<file path="src/rtl/data_memory_arbiter.sv">
// Two-port arbiter in front of a single-port data memory with a one-cycle read path.
// Supports round-robin or fixed priority, plus bounded grant locking per port.
module data_memory_arbiter #(
    parameter int RR       = 1,
    parameter int MAX_HOLD = 8,
    parameter int DATA_W   = 16
) (
    input  logic              CLK,
    input  logic              RST_N,
    input  logic              A_REQ,
    input  logic              B_REQ,
    input  logic              A_WE,
    input  logic              B_WE,
    input  logic              A_LOCK,
    input  logic              B_LOCK,
    input  logic [DATA_W-1:0] A_ADDR,
    input  logic [DATA_W-1:0] B_ADDR,
    input  logic [DATA_W-1:0] A_WDATA,
    input  logic [DATA_W-1:0] B_WDATA,
    output logic              A_GNT,
    output logic              B_GNT,
    output logic              A_RVALID,
    output logic              B_RVALID,
    output logic [DATA_W-1:0] A_RDATA,
    output logic [DATA_W-1:0] B_RDATA,
    output logic [DATA_W-1:0] MEM_ADDR,
    output logic [DATA_W-1:0] MEM_WDATA,
    output logic              MEM_WE,
    input  logic [DATA_W-1:0] MEM_RDATA
);
    localparam int                HOLD_W   = $clog2(MAX_HOLD + 1);
    localparam logic [HOLD_W-1:0] HOLD_MAX = HOLD_W'(MAX_HOLD);

    typedef enum logic [1:0] {
        IDLE  = 2'd0,
        OWN_A = 2'd1,
        OWN_B = 2'd2
    } state_t;

    state_t              r_state;
    state_t              w_state_next;
    logic                r_ptr_b;
    logic                w_ptr_b_next;
    logic [HOLD_W-1:0]   r_hold;
    logic [HOLD_W-1:0]   w_hold_next;
    logic                r_rd_a;
    logic                r_rd_b;
    logic [DATA_W-1:0]   r_last_addr;
    logic [DATA_W-1:0]   r_last_wdata;
    logic                w_gnt_a;
    logic                w_gnt_b;
    logic                w_preempt;
    logic                w_pick_a;
    logic                w_owner_gnt;
    logic                w_lock_gnt;

    always_ff @(posedge CLK) begin
        if (!RST_N) begin
            r_state      <= IDLE;
            r_ptr_b      <= 1'b0;
            r_hold       <= '0;
            r_rd_a       <= 1'b0;
            r_rd_b       <= 1'b0;
            r_last_addr  <= '0;
            r_last_wdata <= '0;
        end else begin
            r_state <= w_state_next;
            r_ptr_b <= w_ptr_b_next;
            r_hold  <= w_hold_next;
            r_rd_a  <= w_gnt_a && !A_WE;
            r_rd_b  <= w_gnt_b && !B_WE;
            if (w_gnt_a || w_gnt_b) begin
                r_last_addr  <= MEM_ADDR;
                r_last_wdata <= MEM_WDATA;
            end
        end
    end

    always_comb begin
        w_gnt_a      = 1'b0;
        w_gnt_b      = 1'b0;
        w_preempt    = 1'b0;
        w_pick_a     = A_REQ && (!B_REQ || (RR == 0) || !r_ptr_b);
        if (RST_N) begin
            case (r_state)
                OWN_A: begin
                    if (A_REQ) begin
                        if (B_REQ && (r_hold == HOLD_MAX)) begin
                            w_gnt_b   = 1'b1;
                            w_preempt = 1'b1;
                        end else begin
                            w_gnt_a = 1'b1;
                        end
                    end else begin
                        w_gnt_b = B_REQ;
                    end
                end
                OWN_B: begin
                    if (B_REQ) begin
                        if (A_REQ && (r_hold == HOLD_MAX)) begin
                            w_gnt_a   = 1'b1;
                            w_preempt = 1'b1;
                        end else begin
                            w_gnt_b = 1'b1;
                        end
                    end else begin
                        w_gnt_a = A_REQ;
                    end
                end
                default: begin
                    w_gnt_a = w_pick_a;
                    w_gnt_b = B_REQ && !w_pick_a;
                end
            endcase
        end

        // Grants to the current owner keep the pointer; every other grant hands it to the other port.
        w_owner_gnt  = ((r_state == OWN_A) && w_gnt_a) || ((r_state == OWN_B) && w_gnt_b);
        w_lock_gnt   = (w_gnt_a && A_LOCK) || (w_gnt_b && B_LOCK);
        w_state_next = IDLE;
        w_hold_next  = '0;
        w_ptr_b_next = r_ptr_b;
        if (w_owner_gnt) begin
            if (w_lock_gnt) begin
                w_state_next = r_state;
                w_hold_next  = (r_hold == HOLD_MAX) ? r_hold : r_hold + 1'b1;
            end
        end else if (w_gnt_a || w_gnt_b) begin
            w_ptr_b_next = w_gnt_a;
            if (w_lock_gnt && !w_preempt) begin
                w_state_next = w_gnt_a ? OWN_A : OWN_B;
                w_hold_next  = HOLD_W'(1);
            end
        end
    end

    assign A_GNT     = w_gnt_a;
    assign B_GNT     = w_gnt_b;
    assign MEM_WE    = (w_gnt_a && A_WE) || (w_gnt_b && B_WE);
    assign MEM_ADDR  = w_gnt_a ? A_ADDR  : (w_gnt_b ? B_ADDR  : r_last_addr);
    assign MEM_WDATA = w_gnt_a ? A_WDATA : (w_gnt_b ? B_WDATA : r_last_wdata);
    assign A_RVALID  = r_rd_a && RST_N;
    assign B_RVALID  = r_rd_b && RST_N;
    assign A_RDATA   = A_RVALID ? MEM_RDATA : '0;
    assign B_RDATA   = B_RVALID ? MEM_RDATA : '0;

endmodule

</file>
<file path="config.mk">
export PLATFORM = sky130hd
export DESIGN_NAME = data_memory_arbiter
export DESIGN_NICKNAME = d
export VERILOG_FILES = /design/src/rtl/data_memory_arbiter.sv
export SDC_FILE = /design/constraint.sdc
export NUM_CORES = 1
export LEC_CHECK = 0
export BUFFER_PORTS_ARGS = -buffer_cell sky130_fd_sc_hd__buf_2
export CAP_MARGIN = 10
export CORE_MARGIN = 3
export CORE_UTILIZATION = 46
export DETAILED_ROUTE_END_ITERATION = 6
export PLACE_DENSITY = 0.9
export SYNTH_ARGS = -nofsm -noshare
export SYNTH_HDL_FRONTEND = slang
export SYNTH_SLANG_ARGS = --single-unit
export TNS_END_PERCENT = 50
</file>
<file path="constraint.sdc">
create_clock -name CLK -period 4.9 [get_ports CLK]
set_input_delay 0.245 -clock CLK [delete_from_list [all_inputs] [get_ports CLK]]
set_output_delay 0.245 -clock CLK [all_outputs]
set_load 0.01 [all_outputs]
</file>
* Yosys cells after proc, flatten, opt, wreduce, memory -nomap -nowiden
Index checks and enable logic that the tools add are counted.
** Word-level totals
- Input bits :: 88
- Output and inout bits :: 69
- Bits in registers :: 41
- Logic and storage cells :: 73
** Operators by class
- Bitwise logic cells :: 1
- $add $sub $neg :: 1
- Reduce and logical (&&, ||, !) cells :: 27
- Equal/unequal tests :: 5
- Mux-type cells :: 32
** Operators with widths (count)
- $mux W16 :: 6
- $logic_and A1 B1 Y1 :: 15
- $mux W1 :: 15
- $mux W4 :: 3
- $mux W2 :: 5
- $logic_not A1 Y1 :: 6
- $pmux W1 S2 :: 3
- $logic_or A1 B1 Y1 :: 5
- $add A4 B1 Y4 const B :: 1
- $eq A4 B4 Y1 const B :: 1
- $ne A3 B3 Y1 const B :: 1
- $eq A2 B1 Y1 const B :: 1
- $eq A2 B2 Y1 const B :: 1
- $ne A2 B2 Y1 const B :: 1
- $reduce_and A2 Y1 :: 1
- $not A1 Y1 :: 1

* Depth between registers and ports, before layout
- Word-level depth :: 13
- Depth in mapped cells :: 11
- Depth with buffers taken out :: 9

* Least setup slack after synthesis
Ideal clock, no wire load.
- Path type :: register -> output
- From :: reg r_state[0]
- To :: out MEM_WE
- Setup slack :: 2.667 ns
- Stages on the path, launching flop included :: 10
- Arrival time :: 1.988 ns
- Buffers on the path :: 2
- Path through :: dfxtp_1 inv_1 ha_1 buf_2 o211ai_1 nor2_1 a32oi_4 clkbuf_1 inv_1 a22o_1
** On the way
- Word-level cells in the longest chain between the ends :: 5
- Elaborated cells on any way between the ends :: 9
** Ends and longest elaborated chain
- from (decl) :: RTL line 40 : state_t r_state;
- from (signal assigned) :: RTL line 67 : r_state <= w_state_next;
- $eq A2 B2 Y1 / $eq A2 B1 Y1 (equally long branches) :: RTL line 85 : case (r_state)
- $pmux W1 S2 (*) :: RTL line 85
- $mux W1 (*) :: RTL line 84 : if (RST_N) begin
- net A_GNT :: RTL line 20 : output logic A_GNT,
- $logic_and A1 B1 Y1 (*) :: RTL line 139 : assign MEM_WE = (w_gnt_a && A_WE) || (w_gnt_b && B_WE);
- $logic_or A1 B1 Y1 (*) :: RTL line 139
- to (decl) :: RTL line 28 : output logic MEM_WE,
Mark *: on every way through the listed nets, which the timed path passes. The rest lies on a longest branch.

* Worst setup path in the final report
- From :: reg r_state[0]
- To :: out MEM_WDATA[3]
** On the way
- Word-level cells in the longest chain between the ends :: 5
- Elaborated cells on any way between the ends :: 8
** Ends and longest elaborated chain
- $eq A2 B2 Y1 / $eq A2 B1 Y1 (equally long branches) :: RTL line 85
- $pmux W1 S2 :: RTL line 85
- $mux W1 :: RTL line 84
- $mux W16 :: RTL line 141 : assign MEM_WDATA = w_gnt_a ? A_WDATA : (w_gnt_b ? B_WDATA : r_last_wdata);
- $mux W16 (*) :: RTL line 141
- to (decl) :: RTL line 27 : output logic [DATA_W-1:0] MEM_WDATA,
Every way passes the cells marked *; elsewhere a longest branch is shown, timed or not.

==> impl_metrics.csv <==
group,metric,value,unit
outcome,status,"finished, final reports clean",
timing,rsz0062_at_grt,"no",
clocking,cts.sinks,41,
final_layout,num-nets-final,556,
route,dr.pass1.iters,4,
synthesis,ys_ff_latch,41,
worst_setup_path,path_cells,"inv_1 > ha_1 > o211ai_1 > nor2_1 > a32oi_4 > buf_4 > buf_4 > nor2_1 > a31oi_1 > buf_2",
placement,gp_congestion,0.800,
synthesis,synth_edf_count,0,
worst_setup_path,cp_max_fo,32,
synthesis,synth_warnings,0,
worst_setup_path,start_kind,"register",
clocking,ctsResizeCount,0,
floorplan,die-width,79.9,µm
route,antenna_left,0,
timing,finalSetupTns,0,ns
worst_setup_path,crit_type,"reg -> out",
placement,placed_cells,527,
synthesis,synth_fp_nets,419,
min_path,min_path_type,"in -> reg",
synthesis,syn_inst,327,
timing,final_hold_viol_count,0,
timing,max_slew_margin,30.1,%
placement,io_buffers,156,
timing,fin_skew,0.00427,ns
final_layout,layout.cells.non_filler,535,
worst_setup_path,r2r_cells,8,
clocking,htree_levels,2,
job,max-cap-violations,0,
clocking,cts_tree,"built",
pwr,total_power,819,µW
worst_setup_path,worstPathArrival,3.17,ns
floorplan,dieArea,0.00638,mm²
worst_setup_path,crit_family,"compound AO/OA/AOI/OAI gates",
route,dr_total_vias,2847,
synthesis,syn_avg_cell_area,7.68,µm²
final_layout,layout_commonest_cell,"buf_2",
timing,maxClockFrequency,293,MHz
timing,drv_slew,0,
floorplan,die_h,79.9,µm
clocking,clock_latency,0.30,ns
worst_setup_path,critPathMaxStageDelay,0.57,ns
timing,setup_viol,0,
worst_setup_path,rrSetupSlack,1.70,ns
pwr,peakVddDrop,0.137,mV
worst_setup_path,critical_path_cell_count,10,
clocking,post_cts_buffers,0,
clocking,cts_root_buffer,"clkbuf_8",
floorplan,ios,157,
global_routing,track_usage,21.1,%
pwr,powerDensity,244,mW/mm²
min_path,worstHoldPathCells,2,
clocking,clock_path_buffers,2,
worst_setup_path,worst_setup_path_end_kind,"primary output",
final_layout,final_cell_mix,"buf_2 (156), nand2_1 (71), dfxtp_1 (41), nor2_1 (39), and3_1 (33)",
synthesis,synthesis.area,0.00251,mm²
final_layout,area_delta_synth_final,33.8,%
synthesis,yosysSeqAreaShare,32.7,%
floorplan,rows,26,
placement,hpwl,5360,µm
timing,worst_slew_pin_slew,1.05,ns
floorplan,initial_utilization,48.2,%
final_layout,diodes,0,
clocking,path_clk_slew,0.08,ns
global_routing,grt_overflow,0,
pwr,leakagePower,2.07,nW
route,wl,7260,µm
route,drtIter0Drc,173,
floorplan,core-area,0.00520,mm²
synthesis,synthDistinctLibCells,36,
global_routing,grt_max_degree,74,
worst_setup_path,critical_path.slowest_cell,"a32oi_4",
route,wire_per_inst,13.6,µm
synthesis,synth_ff_type,"dfxtp_1",
route,post-route-drc-count,0,
global_routing,grt_pass1_wl,11000,µm
timing,finalCriticalPeriod,3.41,ns
timing,fin_crit_sh,69.7,%
global_routing,grt_pass1_vias,2453,
route,avgViaCountPerCell,5.32,
final_layout,drive_above_1_share,37.2,%
clocking,cts_made_buffers,5,
worst_setup_path,cp_num_buf_inv,4,
synthesis,postSynth.asyncResetShare,0,%
clocking,cts-hold-fix-buffers,0,
global_routing,antenna_found_initial,0,
worst_setup_path,worstPathRequired,4.66,ns
==> layout make-up <==
type                    count  area, µm²
clock buffers               7       96.3
flip-flops and latches     41        821
multi-input cells         247       1510
well taps                  70       87.6
fillers                   473       1850
repair buffers            159        803
inverters                  10       37.5
clock inverters             1       8.76
==> state kept, by name (all words and copies together), names as in the netlist <==
signal and flops:
r_state 2, r_hold 4, r_rd_b 1, r_rd_a 1, r_last_addr 16, r_ptr_b 1
r_last_wdata 16
==> routing by layer <==
metal	wire [µm]	GRT usage [%]	vias to the layer above
met5	0	0	-
met4	74	5.41	0
met3	559	4.40	8
met2	3550	38.3	119
met1	3070	25.1	1283
li1	-	-	1437
==> cell usage after synthesis (all sizes together) (2+ instances only) <==
master / instances / area share [%]
nand2: 71 / 11
nor3: 3 / 0.60
o32ai: 2 / 1.0
xor2: 2 / 0.70
a21boi: 3 / 0.90
and2: 3 / 0.75
dfxtp: 41 / 33
a21oi: 4 / 0.80
mux2i: 2 / 0.80
inv: 10 / 1.5
a31oi: 32 / 8.0
clkbuf: 13 / 1.9
o21ai: 3 / 0.60
ha: 4 / 2.0
and3: 33 / 8.2
buf: 16 / 3.9
nor2: 39 / 5.8
o211a: 32 / 13
==> per-stage QoR <==
stage	instance area (µm²)	hold WS, ns	utilization, %	setup WS [ns]
after global routing	3360	0.118	64.5	1.29
after floorplan	2510	0.317	-	2.67
after global placement	3250	0.420	62.5	1.75
after detailed placement	3250	0.429	62.5	1.66
final	3360	0.112	64.5	1.49
after CTS	3360	0.108	64.5	1.50
==> power breakdown <==
group / switching, mW / internal (mW)
Sequential: 0.00976 / 0.347
Combinational: 0.120 / 0.0880
Clock: 0.124 / 0.130
==> worst paths after layout <==
path | from | endpoint
hold reg to reg | r_last_wdata[5] | r_last_wdata[5]
hold / removal | A_WE | r_rd_a
setup reg to reg | r_state[0] | r_last_addr[12]
setup / recovery | r_state[0] | MEM_WDATA[3]
==> cell families (layout without fill, tap and decap cells) <==
family | Yosys count | count (layout) | synth area share, %
simple gates | 155 | 155 | 28.5
compound gates | 84 | 84 | 28.0
flops | 41 | 41 | 32.7
buf+inv | 39 | 177 | 7.37
fa+ha+maj | 4 | 4 | 1.99
xor+xnor | 2 | 2 | 0.698
mux | 2 | 2 | 0.797
Note: power is estimated with default switching activity, not from simulation.
